$ cat src/rtl/eq_pkg.sv
// Shared types and constants for the equality lock monitor slice.
package eq_pkg;

    localparam int EQ_NIB_W     = 4;
    localparam int EQ_CNT_W_DEF = 8;

    typedef enum logic [1:0] {
        HUNT   = 2'd0,
        LOCKED = 2'd1,
        LOST   = 2'd2
    } eq_lock_state_t;

    typedef struct packed {
        logic                    match;
        logic                    xflag;
        logic [EQ_CNT_W_DEF-1:0] run;
    } eq_result_t;

endpackage

$ cat src/rtl/eq_lock_monitor_core.sv
// Nibble equality core: 4-state case equality plus an X/Z indicator.
module eq_lock_monitor_core
    import eq_pkg::*;
(
    input  logic [EQ_NIB_W-1:0] a,
    input  logic [EQ_NIB_W-1:0] b,
    output logic                match,
    output logic                xflag
);

    // xflag only differs from 0 in 4-state simulation; synthesis folds it away.
    assign match = (a === b);
    assign xflag = match && ((a == b) !== 1'b1);

endmodule

$ cat src/rtl/eq_lock_monitor.sv
// Streaming equality monitor: run-length tracking, lock FSM and error counter.
module eq_lock_monitor
    import eq_pkg::*;
#(
    parameter int LOCK_CNT = 4,
    parameter int CNT_W    = 8
) (
    input  logic                clk,
    input  logic                rst,
    input  logic                in_valid,
    output logic                in_ready,
    input  logic [EQ_NIB_W-1:0] in_a,
    input  logic [EQ_NIB_W-1:0] in_b,
    input  logic                clr,
    output logic                out_valid,
    input  logic                out_ready,
    output logic                out_match,
    output logic                out_xflag,
    output logic [CNT_W-1:0]    out_run,
    output logic                locked,
    output logic                lost_pulse,
    output logic [CNT_W-1:0]    err_cnt
);

    localparam logic [CNT_W-1:0] CNT_MAX  = {CNT_W{1'b1}};
    localparam logic [CNT_W-1:0] CNT_ONE  = {{(CNT_W-1){1'b0}}, 1'b1};
    localparam logic [CNT_W-1:0] LOCK_THR = CNT_W'(LOCK_CNT);

    function automatic logic [CNT_W-1:0] sat_inc(input logic [CNT_W-1:0] v);
        if (v == CNT_MAX) begin
            return v;
        end else begin
            return v + CNT_ONE;
        end
    endfunction

    logic             match_s, xflag_s, accept_s;
    logic [CNT_W-1:0] run_r, run_next_s, out_run_r, err_cnt_r;
    logic             out_valid_r, out_match_r, out_xflag_r;
    logic             locked_r, lost_pulse_r, locked_next_s, lost_next_s;
    eq_lock_state_t   state_r, state_next_s;

    eq_lock_monitor_core u_core (
        .a     (in_a),
        .b     (in_b),
        .match (match_s),
        .xflag (xflag_s)
    );

    assign in_ready = !out_valid_r || out_ready;
    assign accept_s = in_valid && in_ready;

    // Run length this beat would carry.
    always_comb begin
        run_next_s = '0;
        if (match_s) begin
            run_next_s = sat_inc(run_r);
        end else begin
            run_next_s = '0;
        end
    end

    // Lock FSM state register.
    always_ff @(posedge clk or posedge rst) begin
        if (rst) begin
            state_r <= HUNT;
        end else begin
            state_r <= state_next_s;
        end
    end

    // Lock FSM next state; moves only on accepted beats.
    always_comb begin
        state_next_s = state_r;
        if (accept_s) begin
            case (state_r)
                HUNT:    state_next_s = (run_next_s >= LOCK_THR) ? LOCKED : HUNT;
                LOCKED:  state_next_s = match_s ? LOCKED : LOST;
                LOST:    state_next_s = match_s ? LOCKED : HUNT;
                default: state_next_s = HUNT;
            endcase
        end else begin
            state_next_s = state_r;
        end
    end

    // Lock FSM outputs, registered below so they align with the result beat.
    always_comb begin
        locked_next_s = (state_next_s == LOCKED);
        lost_next_s   = 1'b0;
        if (accept_s && (state_r == LOCKED) && !match_s) begin
            lost_next_s = 1'b1;
        end else begin
            lost_next_s = 1'b0;
        end
    end

    // Result register, run tracker and status flags.
    always_ff @(posedge clk or posedge rst) begin
        if (rst) begin
            out_valid_r  <= 1'b0;
            out_match_r  <= 1'b0;
            out_xflag_r  <= 1'b0;
            out_run_r    <= '0;
            run_r        <= '0;
            locked_r     <= 1'b0;
            lost_pulse_r <= 1'b0;
        end else begin
            locked_r     <= locked_next_s;
            lost_pulse_r <= lost_next_s;
            if (accept_s) begin
                out_valid_r <= 1'b1;
                out_match_r <= match_s;
                out_xflag_r <= xflag_s;
                out_run_r   <= run_next_s;
                run_r       <= run_next_s;
            end else if (out_ready) begin
                out_valid_r <= 1'b0;
            end else begin
                out_valid_r <= out_valid_r;
            end
        end
    end

    // Saturating mismatch counter; clr overrides a coincident increment.
    always_ff @(posedge clk or posedge rst) begin
        if (rst) begin
            err_cnt_r <= '0;
        end else if (clr) begin
            err_cnt_r <= '0;
        end else if (accept_s && !match_s) begin
            err_cnt_r <= sat_inc(err_cnt_r);
        end else begin
            err_cnt_r <= err_cnt_r;
        end
    end

    assign out_valid  = out_valid_r;
    assign out_match  = out_match_r;
    assign out_xflag  = out_xflag_r;
    assign out_run    = out_run_r;
    assign locked     = locked_r;
    assign lost_pulse = lost_pulse_r;
    assign err_cnt    = err_cnt_r;

endmodule

$ cat config.mk
export PLATFORM = sky130hd
export DESIGN_NAME = eq_lock_monitor
export DESIGN_NICKNAME = d
export VERILOG_FILES = /design/src/rtl/eq_pkg.sv /design/src/rtl/eq_lock_monitor_core.sv /design/src/rtl/eq_lock_monitor.sv
export SDC_FILE = /design/constraint.sdc
export NUM_CORES = 1
export LEC_CHECK = 0
export ABC_AREA = 1
export CAP_MARGIN = 10
export CORE_AREA = 3 3 58 60
export DETAILED_ROUTE_END_ITERATION = 10
export DIE_AREA = 0 0 61 63
export GPL_TIMING_DRIVEN = 0
export PLACE_DENSITY = 0.79
export SLEW_MARGIN = 20
export SYNTH_ARGS = -nofsm -noshare
export SYNTH_HDL_FRONTEND = slang
export SYNTH_SLANG_ARGS = --single-unit
$ cat constraint.sdc
create_clock -name clk -period 2.15 [get_ports clk]
set_input_delay 0.3225 -clock clk [delete_from_list [all_inputs] [get_ports clk]]
set_output_delay 0.3225 -clock clk [all_outputs]
set_load 0.005 [all_outputs]
Word level (Yosys, flattened, before mapping)
Cells that the tools add are included.

Add/subtract/negate cells: 2. Order comparisons: 1. Equality and inequality tests: 9. Multiplexer cells: 13. Reduce and logical (&&, ||, !) cells: 12.

Operator list (number): 2-to-1 mux 8 bit (5); adder 8 x 1 -> 8 bit (second input constant) (2); equality test 8 bit (second input constant) (2); greater-or-equal comparator 8 x 3 -> 1 bit (second input constant) (1); one-hot mux 2 bit (3 select lines) (1); logical AND 1 bit (5); 2-to-1 mux 1 bit (5); equality test 2 x 1 -> 1 bit (second input constant) (2); equality test 4 bit (1); === test 4 bit (1); 2-to-1 mux 2 bit (2); nonzero test 2 bit (2); equality test 2 bit (second input constant) (1); logical NOT 1 bit (2); logical NOT 2 bit (1); inequality test 2 bit (second input constant) (1); AND reduction 2 bit (1); logical OR 1 bit (1); case inequality test 1 bit (second input constant) (1).

Register bits: 23. Bits of input ports: 13.

Longest topological paths before layout
Depth in word-level cells: 8. Gate-level depth with buffers: 13. Gate-level depth less buffers: 13.

Hierarchy
A second synthesis with hierarchy kept.

Cells, all modules: 182. Area, all modules: 1312.5 µm².

Modules (own cells, without submodules): eq_lock_monitor (instances 1, cells an instance 165, area each 1234.9 µm²); eq_lock_monitor_core (instances 1, cells an instance 17, area each 77.6 µm²).

Worst setup path before layout
OpenSTA, ideal clock, no wires.

Kind: register to register. Start point: reg, netlist name out_run[1]. End point: reg locked_r, in the netlist locked. Library setup time: 0.123 ns. Data arrival time: 1.422 ns. Required time: 2.027 ns. Path slack: 0.605 ns. Stages on the path, launching flop included: 12. Path buffers: 0. Period minus slack after synthesis: 1.545 ns. Cells stage by stage: dfrtp_1 ha_1 nand3_1 clkinv_2 nand2_4 nand3_1 o21ai_2 nand3_1 nand2_1 nand2_1 nand2_2 nor2_2.

RTL lines: to (signal assigned) (RTL line eq_lock_monitor.sv:109) `locked_r <= locked_next_s;`; to (decl) (RTL line eq_lock_monitor.sv:40) `logic locked_r, lost_pulse_r, locked_next_s, lost_next_s;`.

Worst setup path after layout
Start point: in out_ready. End point: out in_ready.

Word-level cells in the longest chain between the ends: 1.

RTL lines: from (decl) (RTL line eq_lock_monitor.sv:16) `input logic out_ready,`; logical OR 1 bit (RTL line eq_lock_monitor.sv:50) `assign in_ready = !out_valid_r || out_ready;`; to (decl) (RTL line eq_lock_monitor.sv:11) `output logic in_ready,`.

Every way passes these cells.

==> out/results.tsv <==
metric	value	unit
cp_max_fo	3	
final_nets	236	
cap_violations	0	
drv_slew	0	
die_area	0.003843	mm2
coreArea	0.002978	mm2
dp_hpwl	2072	um
cts_max_level	1	
gr-total-overflow	0	
die_h	63	um
syn_to_final_growth	29.61	%
start_kind	primary input	
power_density	523.6	mW/mm2
crit_family	buffers and inverters	
crit_slowest_cell	clkdlybuf4s50_1	
rsz0062_at_grt	no	
max-vdd-ir-drop	388.6	uV
skew	0.006224	ns
die_w	61	um
dp_cells	249	
grt_pass1_vias	1077	
setup_viol	0	
route.detailed.drc	0	
ios	35	
synth-seq-cells	22	
first_pass_iters	4	
leakagePower	0.9095	nW
crit_type	primary input to output pin	
cpPeakStageDelay	0.51	ns
hold_violations	0	
crit_chain	clkdlybuf4s50_1 -> inv_1 -> nand2_1 -> clkdlybuf4s50_1	
totalNegativeSetupSlack	0	ns
gp_congestion	0.8429	
clk-insertion-delay-late	0.31	ns
slew_headroom	44.71	%
diodes	0	
fillers	271	
netlist_area	0.001378	mm2
antenna_found_initial	0	
drive_above_1_share	11.36	%
cts_setup_buffers	0	
fp-row-count	20	
critPathRequiredTime	1.83	ns
critPathArrivalTime	1.42	ns
power	0.9348	mW
start_util	46.26	%
hold_class	primary input to async pin	
cts_sinks	22	
grt_first_pass_wirelength	4602	um
worst_pin_slew	0.8285	ns
antenna_left	0	
fmax	573.8	MHz
grt_start_max_net_pins	23	
hold_buffers	0	
yosysSeqAreaShare	39.96	%
clockRootBuffer	clkbuf_4	
syn_nets	198	
critPathMostFrequentCell	clkdlybuf4s50_1	
finalWirelength	2698	um
synthCells	183	
synth_area_per_cell	7.528	um2
period_share	81.06	%
crit_buf_inv	3	
drtIter0Drc	51	
synth_top_area_share	39.96	%
vias	1256	
vias_per_cell	4.964	
path_clk_slew	0.12	ns
synth_top_cell_by_area	dfrtp_1	
cts.repair.resized	0	
ys_top_cells_by_area	dfrtp_1, nand2_1, inv_1, nand3_1, nor2_1	
wl_per_cell	10.66	um
layout_common_cells	nand2_1, clkdlybuf4s50_1, inv_1	
grtUsageTotal	15.35	%
numCtsBuffers	3	
synth_cell_types	34	
final_common_cell	nand2_1	
period_needed	1.743	ns
yosysWarnings	0	
portBuffers	33	
cts_tree	done	
cts_buffer_depth	2	
status	complete, no violations	
critPathCaptureType	output pin	
final_cells	253	
area by class of cell:
type,instances,area [um2],area share (%)
multi-input cells,127,690.7,38.68
inverters,32,123.9,6.938
repair buffers,33,330.3,18.50
flip-flops and latches,22,550.5,30.83
clock buffers,4,36.28,2.032
well taps,33,41.29,2.313
plain buffers,2,12.51,0.7008
routing by layer:
| metal | vias up | GRT usage [%] | share of wire [%] |
|---|---|---|---|
| met3 | 2 | 4.339 | 3.4 |
| met5 | - | 0 | 0 |
| li1 | 659 | - | - |
| met2 | 22 | 24.60 | 47 |
| met1 | 573 | 20.47 | 49 |
| met4 | 0 | 2.981 | 0.70 |
cells in the mapped netlist (all sizes together):
library cell  count
conb              1
a31oi             1
o21ai            10
nand2            50
nor2             22
xnor2             1
nor4              1
o31ai             1
buf               2
dfrtp            22
o21bai            3
o211ai            1
nand4             1
inv              31
xor2              3
ha                2
o22ai             1
a21oi             3
nand3            23
o21a              1
nor3              2
clkinv            1
registers in the layout, summed over array words and instances, names as in the netlist:
signal / count
locked: 1
out_run: 8
lost_pulse: 1
state_r: 2
err_cnt: 8
out_valid: 1
out_match: 1
report_power, final:
| part | total, mW | leakage (nW) | internal (mW) | switching, mW |
|---|---|---|---|---|
| Sequential | 0.476 | 0.294 | 0.447 | 0.0287 |
| Combinational | 0.231 | 0.595 | 0.116 | 0.116 |
| Clock | 0.228 | 0.0210 | 0.103 | 0.124 |
| Total | 0.935 | 0.910 | 0.666 | 0.269 |
logic make-up (layout without fill, tap and decap cells):
logic type	after synthesis	after routing	share of synthesized area, %
AO/OA/AOI/OAI	21	21	9.174
adder cells (fa/ha/maj)	2	2	1.816
buffers and inverters	34	71	9.899
other	1	1	0.2722
XOR/XNOR	4	4	2.544
flip-flops	22	22	39.96
AND/OR/NAND/NOR	99	99	36.33
stage by stage:
| stage | utilization [%] | cell area [um2] | hold WS (ns) | setup WS, ns |
|---|---|---|---|---|
| finish | 59.96 | 1785 | 0.4616 | 0.4072 |
| global route | 59.96 | 1785 | 0.5491 | 0.2630 |
| CTS | 59.96 | 1785 | 0.5088 | 0.3997 |
| detailed placement | 58.74 | 1749 | 0.5330 | 0.2963 |
| global placement | 58.74 | 1749 | 0.5206 | 0.3135 |
| floorplan | - | 1378 | 0.3117 | 0.6047 |
path summary, 6_finish.rpt:
check,start,to,slack (ns),cells after the start
setup reg to reg,out_run[1],locked,0.43,11
setup / recovery,out_ready,in_ready,0.41,4
hold / removal,rst,out_run[1],0.46,2
max in group asynchronous,rst,lost_pulse,1.17,2
min in group clk,out_match,out_match,0.55,2
hold reg to reg,out_match,out_match,0.55,2
(Power assumes the default switching activity.)
